### src/rtl/switch_word_input_pkg.sv
// switch_word_input_pkg: shared state encodings and default debounce length
package switch_word_input_pkg;
   typedef enum logic [1:0] {
      SWI_WAIT_LO = 2'd0,
      SWI_WAIT_HI = 2'd1,
      SWI_FULL    = 2'd2
   } swi_state_t;
   localparam int SWI_DEB_CYCLES = 200;
endpackage

### src/rtl/switch_word_input_btn_debounce.sv
// btn_debounce_001: 2-flop synchroniser, stability counter and one-cycle press pulse
module btn_debounce_001 #(
   parameter int DEB_CYCLES = 200,
   parameter int DEB_W = 8
) (
   input  logic clk,
   input  logic rst,
   input  logic btn,
   output logic press
);
   logic [1:0] sync;
   logic level;
   logic [DEB_W-1:0] cnt;
   // accept a level change only after DEB_CYCLES stable cycles; pulse on the accepted rise
   always_ff @(posedge clk) begin
      if (!rst) begin
         sync <= '0;
         level <= 1'b0;
         cnt <= '0;
         press <= 1'b0;
      end else begin
         sync <= {sync[0], btn};
         press <= 1'b0;
         if (sync[1] != level) begin
            if (cnt == DEB_W'(DEB_CYCLES - 1)) begin
               level <= ~level;
               cnt <= '0;
               press <= ~level;
            end else begin
               cnt <= cnt + DEB_W'(1);
            end
         end else begin
            cnt <= '0;
         end
      end
   end
endmodule

### src/rtl/switch_word_input.sv
// switch_word_input: two debounced presses build a 16-bit word from slide switches; optional ECHO preview under SWI_PARTIAL_ECHO_EN
module switch_word_input
   import switch_word_input_pkg::*;
#(
   parameter int DEB_CYCLES = SWI_DEB_CYCLES,
   parameter int DEB_W = 8
) (
   input  logic        CLK,
   input  logic        RST,
   input  logic [7:0]  SW,
   input  logic        BTN,
   input  logic        RD,
   output logic [15:0] DOUT,
   output logic        VALID,
   output logic        HI_PEND,
   output logic        OVR
`ifdef SWI_PARTIAL_ECHO_EN
   ,
   output logic [15:0] ECHO
`endif
);
   swi_state_t state;
   logic [7:0] sw_meta, sw_sync;
   logic press;
   btn_debounce_001 #(.DEB_CYCLES(DEB_CYCLES), .DEB_W(DEB_W)) u_deb (
      .clk(CLK),
      .rst(RST),
      .btn(BTN),
      .press(press)
   );
   // two-flop synchroniser for the switch bank
   always_ff @(posedge CLK) begin
      if (!RST) begin
         sw_meta <= '0;
         sw_sync <= '0;
      end else begin
         sw_meta <= SW;
         sw_sync <= sw_meta;
      end
   end
   // word assembly: low byte, high byte, then hold until read; a read beats a coincident press
   always_ff @(posedge CLK) begin
      if (!RST) begin
         state <= SWI_WAIT_LO;
         DOUT <= '0;
         VALID <= 1'b0;
         HI_PEND <= 1'b0;
         OVR <= 1'b0;
      end else begin
         case (state)
            SWI_WAIT_LO: if (press) begin
               DOUT[7:0] <= sw_sync;
               HI_PEND <= 1'b1;
               state <= SWI_WAIT_HI;
            end
            SWI_WAIT_HI: if (press) begin
               DOUT[15:8] <= sw_sync;
               HI_PEND <= 1'b0;
               VALID <= 1'b1;
               state <= SWI_FULL;
            end
            SWI_FULL: if (RD) begin
               VALID <= 1'b0;
               OVR <= 1'b0;
               if (press) begin
                  DOUT[7:0] <= sw_sync;
                  HI_PEND <= 1'b1;
                  state <= SWI_WAIT_HI;
               end else begin
                  state <= SWI_WAIT_LO;
               end
            end else if (press) begin
               OVR <= 1'b1;
            end
            default: state <= SWI_WAIT_LO;
         endcase
      end
   end
`ifdef SWI_PARTIAL_ECHO_EN
   // preview of the word as it is being built
   always_ff @(posedge CLK) begin
      if (!RST) ECHO <= '0;
      else ECHO <= state == SWI_FULL ? DOUT :
                   state == SWI_WAIT_HI ? {sw_sync, DOUT[7:0]} : {8'h00, sw_sync};
   end
`endif
endmodule

### config.mk
export PLATFORM = sky130hd
export DESIGN_NAME = switch_word_input
export DESIGN_NICKNAME = d
export VERILOG_FILES = /design/src/rtl/switch_word_input_pkg.sv /design/src/rtl/switch_word_input_btn_debounce.sv /design/src/rtl/switch_word_input.sv
export SDC_FILE = /design/constraint.sdc
export NUM_CORES = 1
export LEC_CHECK = 0
export CORE_UTILIZATION = 50
export CTS_CLUSTER_DIAMETER = 100
export DETAILED_ROUTE_END_ITERATION = 8
export GPL_ROUTABILITY_DRIVEN = 1
export PLACE_DENSITY_LB_ADDON = 0.3
export SLEW_MARGIN = 30
export SYNTH_ARGS = -nofsm -noshare
export SYNTH_HDL_FRONTEND = slang
export SYNTH_SLANG_ARGS = --single-unit
### constraint.sdc
create_clock -name CLK -period 1.7 [get_ports CLK]
set_clock_uncertainty 0.05 [all_clocks]
set_input_delay 0.34 -clock CLK [delete_from_list [all_inputs] [get_ports CLK]]
set_output_delay 0.34 -clock CLK [all_outputs]
set_load 0.03 [all_outputs]
* Word-level counts from Yosys, hierarchy flattened
Index checks and enable logic that the tools add are counted.
** Cells by class
- Add/subtract/negate cells :: 1
- $mul :: 0
- Divide/modulo/power cells :: 0
- Order comparisons :: 0
- Eq/ne operators :: 7
- Shifts and indexed selects :: 0
- Muxes and demuxes :: 16
- Bitwise operators :: 3
- Reduce and logical (&&, ||, !) cells :: 14
** Operator list (number)
- $mux W8 :: 2
- $pmux W8 S2 :: 1
- $reduce_and A3 Y1 :: 4
- $add A8 B1 Y8 const B :: 1
- $eq A8 B8 Y1 const B :: 1
- $reduce_and A2 Y1 :: 4
- $mux W1 :: 7
- $mux W2 :: 3
- $pmux W2 S3 :: 1
- $reduce_bool A2 Y1 :: 3
- $ne A2 B1 Y1 const B :: 2
- $not A1 Y1 :: 3
- $pmux W1 S3 :: 1
- $reduce_bool A3 Y1 :: 1
- $reduce_or A3 Y1 :: 1
- $eq A2 B1 Y1 const B :: 1
- $eq A2 B2 Y1 const B :: 1
- $logic_not A2 Y1 :: 1
- $ne A2 B2 Y1 const B :: 1
- $pmux W1 S2 :: 1
- $ne A1 B1 Y1 :: 1
** Word-level totals
- Register bits :: 49
- Latch bits :: 0
- Bits in writable memories :: 0
- ROM bits :: 0
- Bits of input ports :: 12
- Output and inout bits :: 19
- Memories :: 0

* Depth between registers and ports, before layout
- Depth after elaboration :: 3
- Depth in mapped cells :: 5
- Gate-level depth less buffers :: 5

* Cells and area by module
Synthesis repeated with hierarchy kept, for this count alone.
** Second synthesis, totals
- Cells, all modules :: 168
- Area total of the unflattened synthesis :: 1686.6 µm²
** By module, submodules not included
- switch_word_input :: instances 1, cells an instance 118, area each 1219.9 µm²
- btn_debounce_001 :: instances 1, cells an instance 50, area each 466.7 µm²

* Worst setup path after synthesis
No wires, ideal clock.
- Path kind :: reg-to-reg
- From :: register u_deb.cnt[0]
- To :: register u_deb.level
- Setup time :: 0.116 ns
- Data arrival time :: 1.130 ns
- Required time :: 1.534 ns
- Slack :: 0.404 ns
- Stages on the path, launching flop included :: 6
- Buffers on the path :: 0
- Period minus slack after synthesis :: 1.296 ns
- Cell sequence :: dfxtp_1 > ha_1 > and4bb_2 > nand3_1 > mux2i_1 > nor2b_1
** On the way
- Longest elaborated chain between the ends :: 2
** Ends and longest elaborated chain
- start: declaration :: line switch_word_input_btn_debounce.sv:13 : logic [DEB_W-1:0] cnt;
- start signal: assignment :: line switch_word_input_btn_debounce.sv:30 : cnt <= cnt + DEB_W'(1);
- $eq A8 B8 Y1 :: line switch_word_input_btn_debounce.sv:25 : if (cnt == DEB_W'(DEB_CYCLES - 1)) begin
- $reduce_and A2 Y1 (no source line)
- end signal: assignment :: line switch_word_input_btn_debounce.sv:26 : level <= ~level;
- end: declaration :: line switch_word_input_btn_debounce.sv:12 : logic level;
No other way between the ends.
A chain may end at the register's enable or synchronous reset.

* Worst setup path after layout
- From :: register DOUT[6]
- To :: output port DOUT[6]
** RTL lines
- start: declaration :: line switch_word_input.sv:13 : output logic [15:0] DOUT,
- start signal: assignment :: line switch_word_input.sv:52 : DOUT[7:0] <= sw_sync;
- start signal: assignment :: line switch_word_input.sv:66 : DOUT[7:0] <= sw_sync;
No word-level cell between the ends.

==> impl_metrics.env <==
export IMPL_io_buffers=30
export IMPL_syn_cell_area_mm2=0.00172
export IMPL_worstPathArrival_ns=1.13
export IMPL_clk_pin_slew_worst_paths_ns=0.12
export IMPL_hold_path_class="register to register"
export IMPL_grt_total_usage_pct=19.2
export IMPL_period_needed_ns=1.52
export IMPL_outcome="finished clean"
export IMPL_wl_per_cell_um=12.0
export IMPL_std_cell_rows=20
export IMPL_overflow=0
export IMPL_seq_area_frac_synth_pct=57.1
export IMPL_grt_pass1_vias=1206
export IMPL_drc=0
export IMPL_max_cap_violations=0
export IMPL_start_util_pct=54.5
export IMPL_synth_top_cell_area_share_pct=57.1
export IMPL_antenna_left=0
export IMPL_setup_tns_ns=0
export IMPL_htree_levels=2
export IMPL_vias_per_cell=4.85
export IMPL_dp_slack_ns=-0.00166
export IMPL_async_flop_share_pct=0
export IMPL_clock_fmax_mhz=658
export IMPL_clockBufferDepth=2
export IMPL_synth_area_leaders="dfxtp_1 57%, and2_1 6.9%, mux2i_1 5.2%, nand2_1 4.8%, a21boi_0 4.4%"
export IMPL_die_area_mm2=0.00368
export IMPL_die_h_um=60.6
export IMPL_cts_tree="built"
export IMPL_criticalPathCategory="register to output pin"
export IMPL_crit_family="buffers and inverters"
export IMPL_worst_pin_slew_ns=0.387
export IMPL_setup_ws_ns=0.179
export IMPL_slew_violations=0
export IMPL_clock_sinks=49
export IMPL_yosysWarnings=0
export IMPL_postSynthAreaPerCell_um2=10.1
export IMPL_setup_viol=0
export IMPL_p_leak_nw=0.895
export IMPL_final_util_pct=66.5
export IMPL_fillers=290
export IMPL_first_pass_iters=4
export IMPL_area_growth_synth_to_final_pct=22.1
export IMPL_synth_edf_count=0
export IMPL_syn_nets=184
export IMPL_ios=31
export IMPL_num_antenna_cells=0
export IMPL_crit_buf_inv=1
export IMPL_path_max_fanout=2
export IMPL_fp_dieW_um=60.6
export IMPL_critPathSlowestCell="dlygate4sd2_1"
export IMPL_finalHoldViolCount=0
export IMPL_final_common_cell="dfxtp_1"
export IMPL_ys_seq_elements=49
export IMPL_startpoint_type="register"
export IMPL_peakVddDrop_uv=572
export IMPL_slew_headroom_pct=74.1
export IMPL_max_stage_delay_ns=0.40
export IMPL_cts_buffers=5
export IMPL_syn_inst=171
export IMPL_clock_root_buffer="clkbuf_4"
export IMPL_vias=1213
export IMPL_grt_setup_unrepaired="false"
export IMPL_cts_setup_buffers=0
export IMPL_grt_max_degree=25
export IMPL_core_mm2=0.00315
export IMPL_yosys_area_top_type="dfxtp_1"
export IMPL_drtIter0Drc=19
export IMPL_synth_cell_type_count=28
export IMPL_dp_hpwl_um=2250
export IMPL_wl_um=3000
export IMPL_crit_chain="dlygate4sd2_1"
export IMPL_num_nets_final=218
export IMPL_antenna_found_initial=0
export IMPL_clkLatencyLatePin_ns=0.36
export IMPL_gp_congestion=0.748
export IMPL_fin_crit_sh_pct=89.5
export IMPL_ys_flop_type="dfxtp_1"
export IMPL_cp_end_kind="output pin"
export IMPL_powerDensity_mw_per_mm2=833
export IMPL_final_cell_mix="49 x dfxtp_1, 22 x nand2_1, 19 x and2_1, 19 x dlygate4sd2_1, 12 x nor2b_1"
export IMPL_grt_pass1_wl_um=5070
export IMPL_postCtsHoldBufs=0
export IMPL_cp_required_ns=1.31
export IMPL_drive_gt1_share_pct=6.31
[where the power goes]
part,total [W],internal (W),switching [W]
Combinational,0.0000647,0.0000422,0.0000225
Sequential,0.00118,0.00117,0.00000894
Clock,0.000506,0.000164,0.000343
[routing by layer]
| metal | global-route usage [%] | vias up | share of wire [%] |
|---|---|---|---|
| li1 | - | 624 | - |
| met1 | 22.2 | 551 | 45 |
| met2 | 33.0 | 33 | 49 |
| met3 | 7.04 | 5 | 4.5 |
| met4 | 6.17 | 0 | 1.3 |
| met5 | 0 | - | 0 |
[state kept, by name, indices dropped and copies added, names as in the netlist]
name         flops
OVR              1
HI_PEND          1
VALID            1
DOUT            16
u_deb.cnt        8
u_deb.sync       2
u_deb.level      1
sw_sync          8
u_deb.press      1
sw_meta          8
state            2
[layout make-up]
class | count | area [um^2] | area share (%)
clock inverter | 1 | 7.51 | 0.358
sequential | 49 | 981 | 46.8
multi-input combinational | 113 | 703 | 33.5
inverter | 4 | 15.0 | 0.716
timing repair buffer | 32 | 292 | 13.9
tap | 44 | 55.1 | 2.62
clock buffer | 7 | 45.0 | 2.15
[cells by family after synthesis]
logic type	synth area share (%)
flops	57.1
fa+ha+maj	0.728
xor+xnor	3.06
mux	5.24
simple gates	22.6
buf+inv	2.04
compound gates	9.32
[synthesized netlist by cell type (3+ instances only)]
cell / number
nor2_1: 10
a21oi_1: 3
nand2_1: 22
nand3_1: 5
inv_1: 3
o21ai_0: 5
and2_1: 19
xor2_1: 3
nor2b_1: 12
mux2i_1: 9
clkbuf_1: 4
dfxtp_1: 49
xnor2_1: 3
a21boi_0: 10
[stage by stage]
step,instances,total power [W],hold slack [ns],area (um^2)
after CTS,250,0.00176,0.403,2100
after global placement,242,0.00126,0.366,2070
after floorplan,171,0.00123,0.362,1720
after global routing,250,0.00182,0.418,2100
after detailed placement,242,0.00127,0.367,2070
final,250,0.00175,0.402,2100
[path summary, 6_finish.rpt]
| path | start | endpoint | slack (ns) | cells past startpoint |
|---|---|---|---|---|
| max | DOUT[6] | DOUT[6] | 0.18 | 1 |
| min | sw_meta[1] | sw_sync[1] | 0.40 | 1 |
| max reg2reg | u_deb.cnt[0] | u_deb.cnt[0] | 0.23 | 5 |
| min reg2reg | sw_meta[1] | sw_sync[1] | 0.40 | 1 |
[timing repair]
action                                  CTS  global route
endpoints found under the setup margin   19             0
gates resized for setup                  19             0
hold endpoints to repair                  0             0
Note: power is estimated with default switching activity, not from simulation.
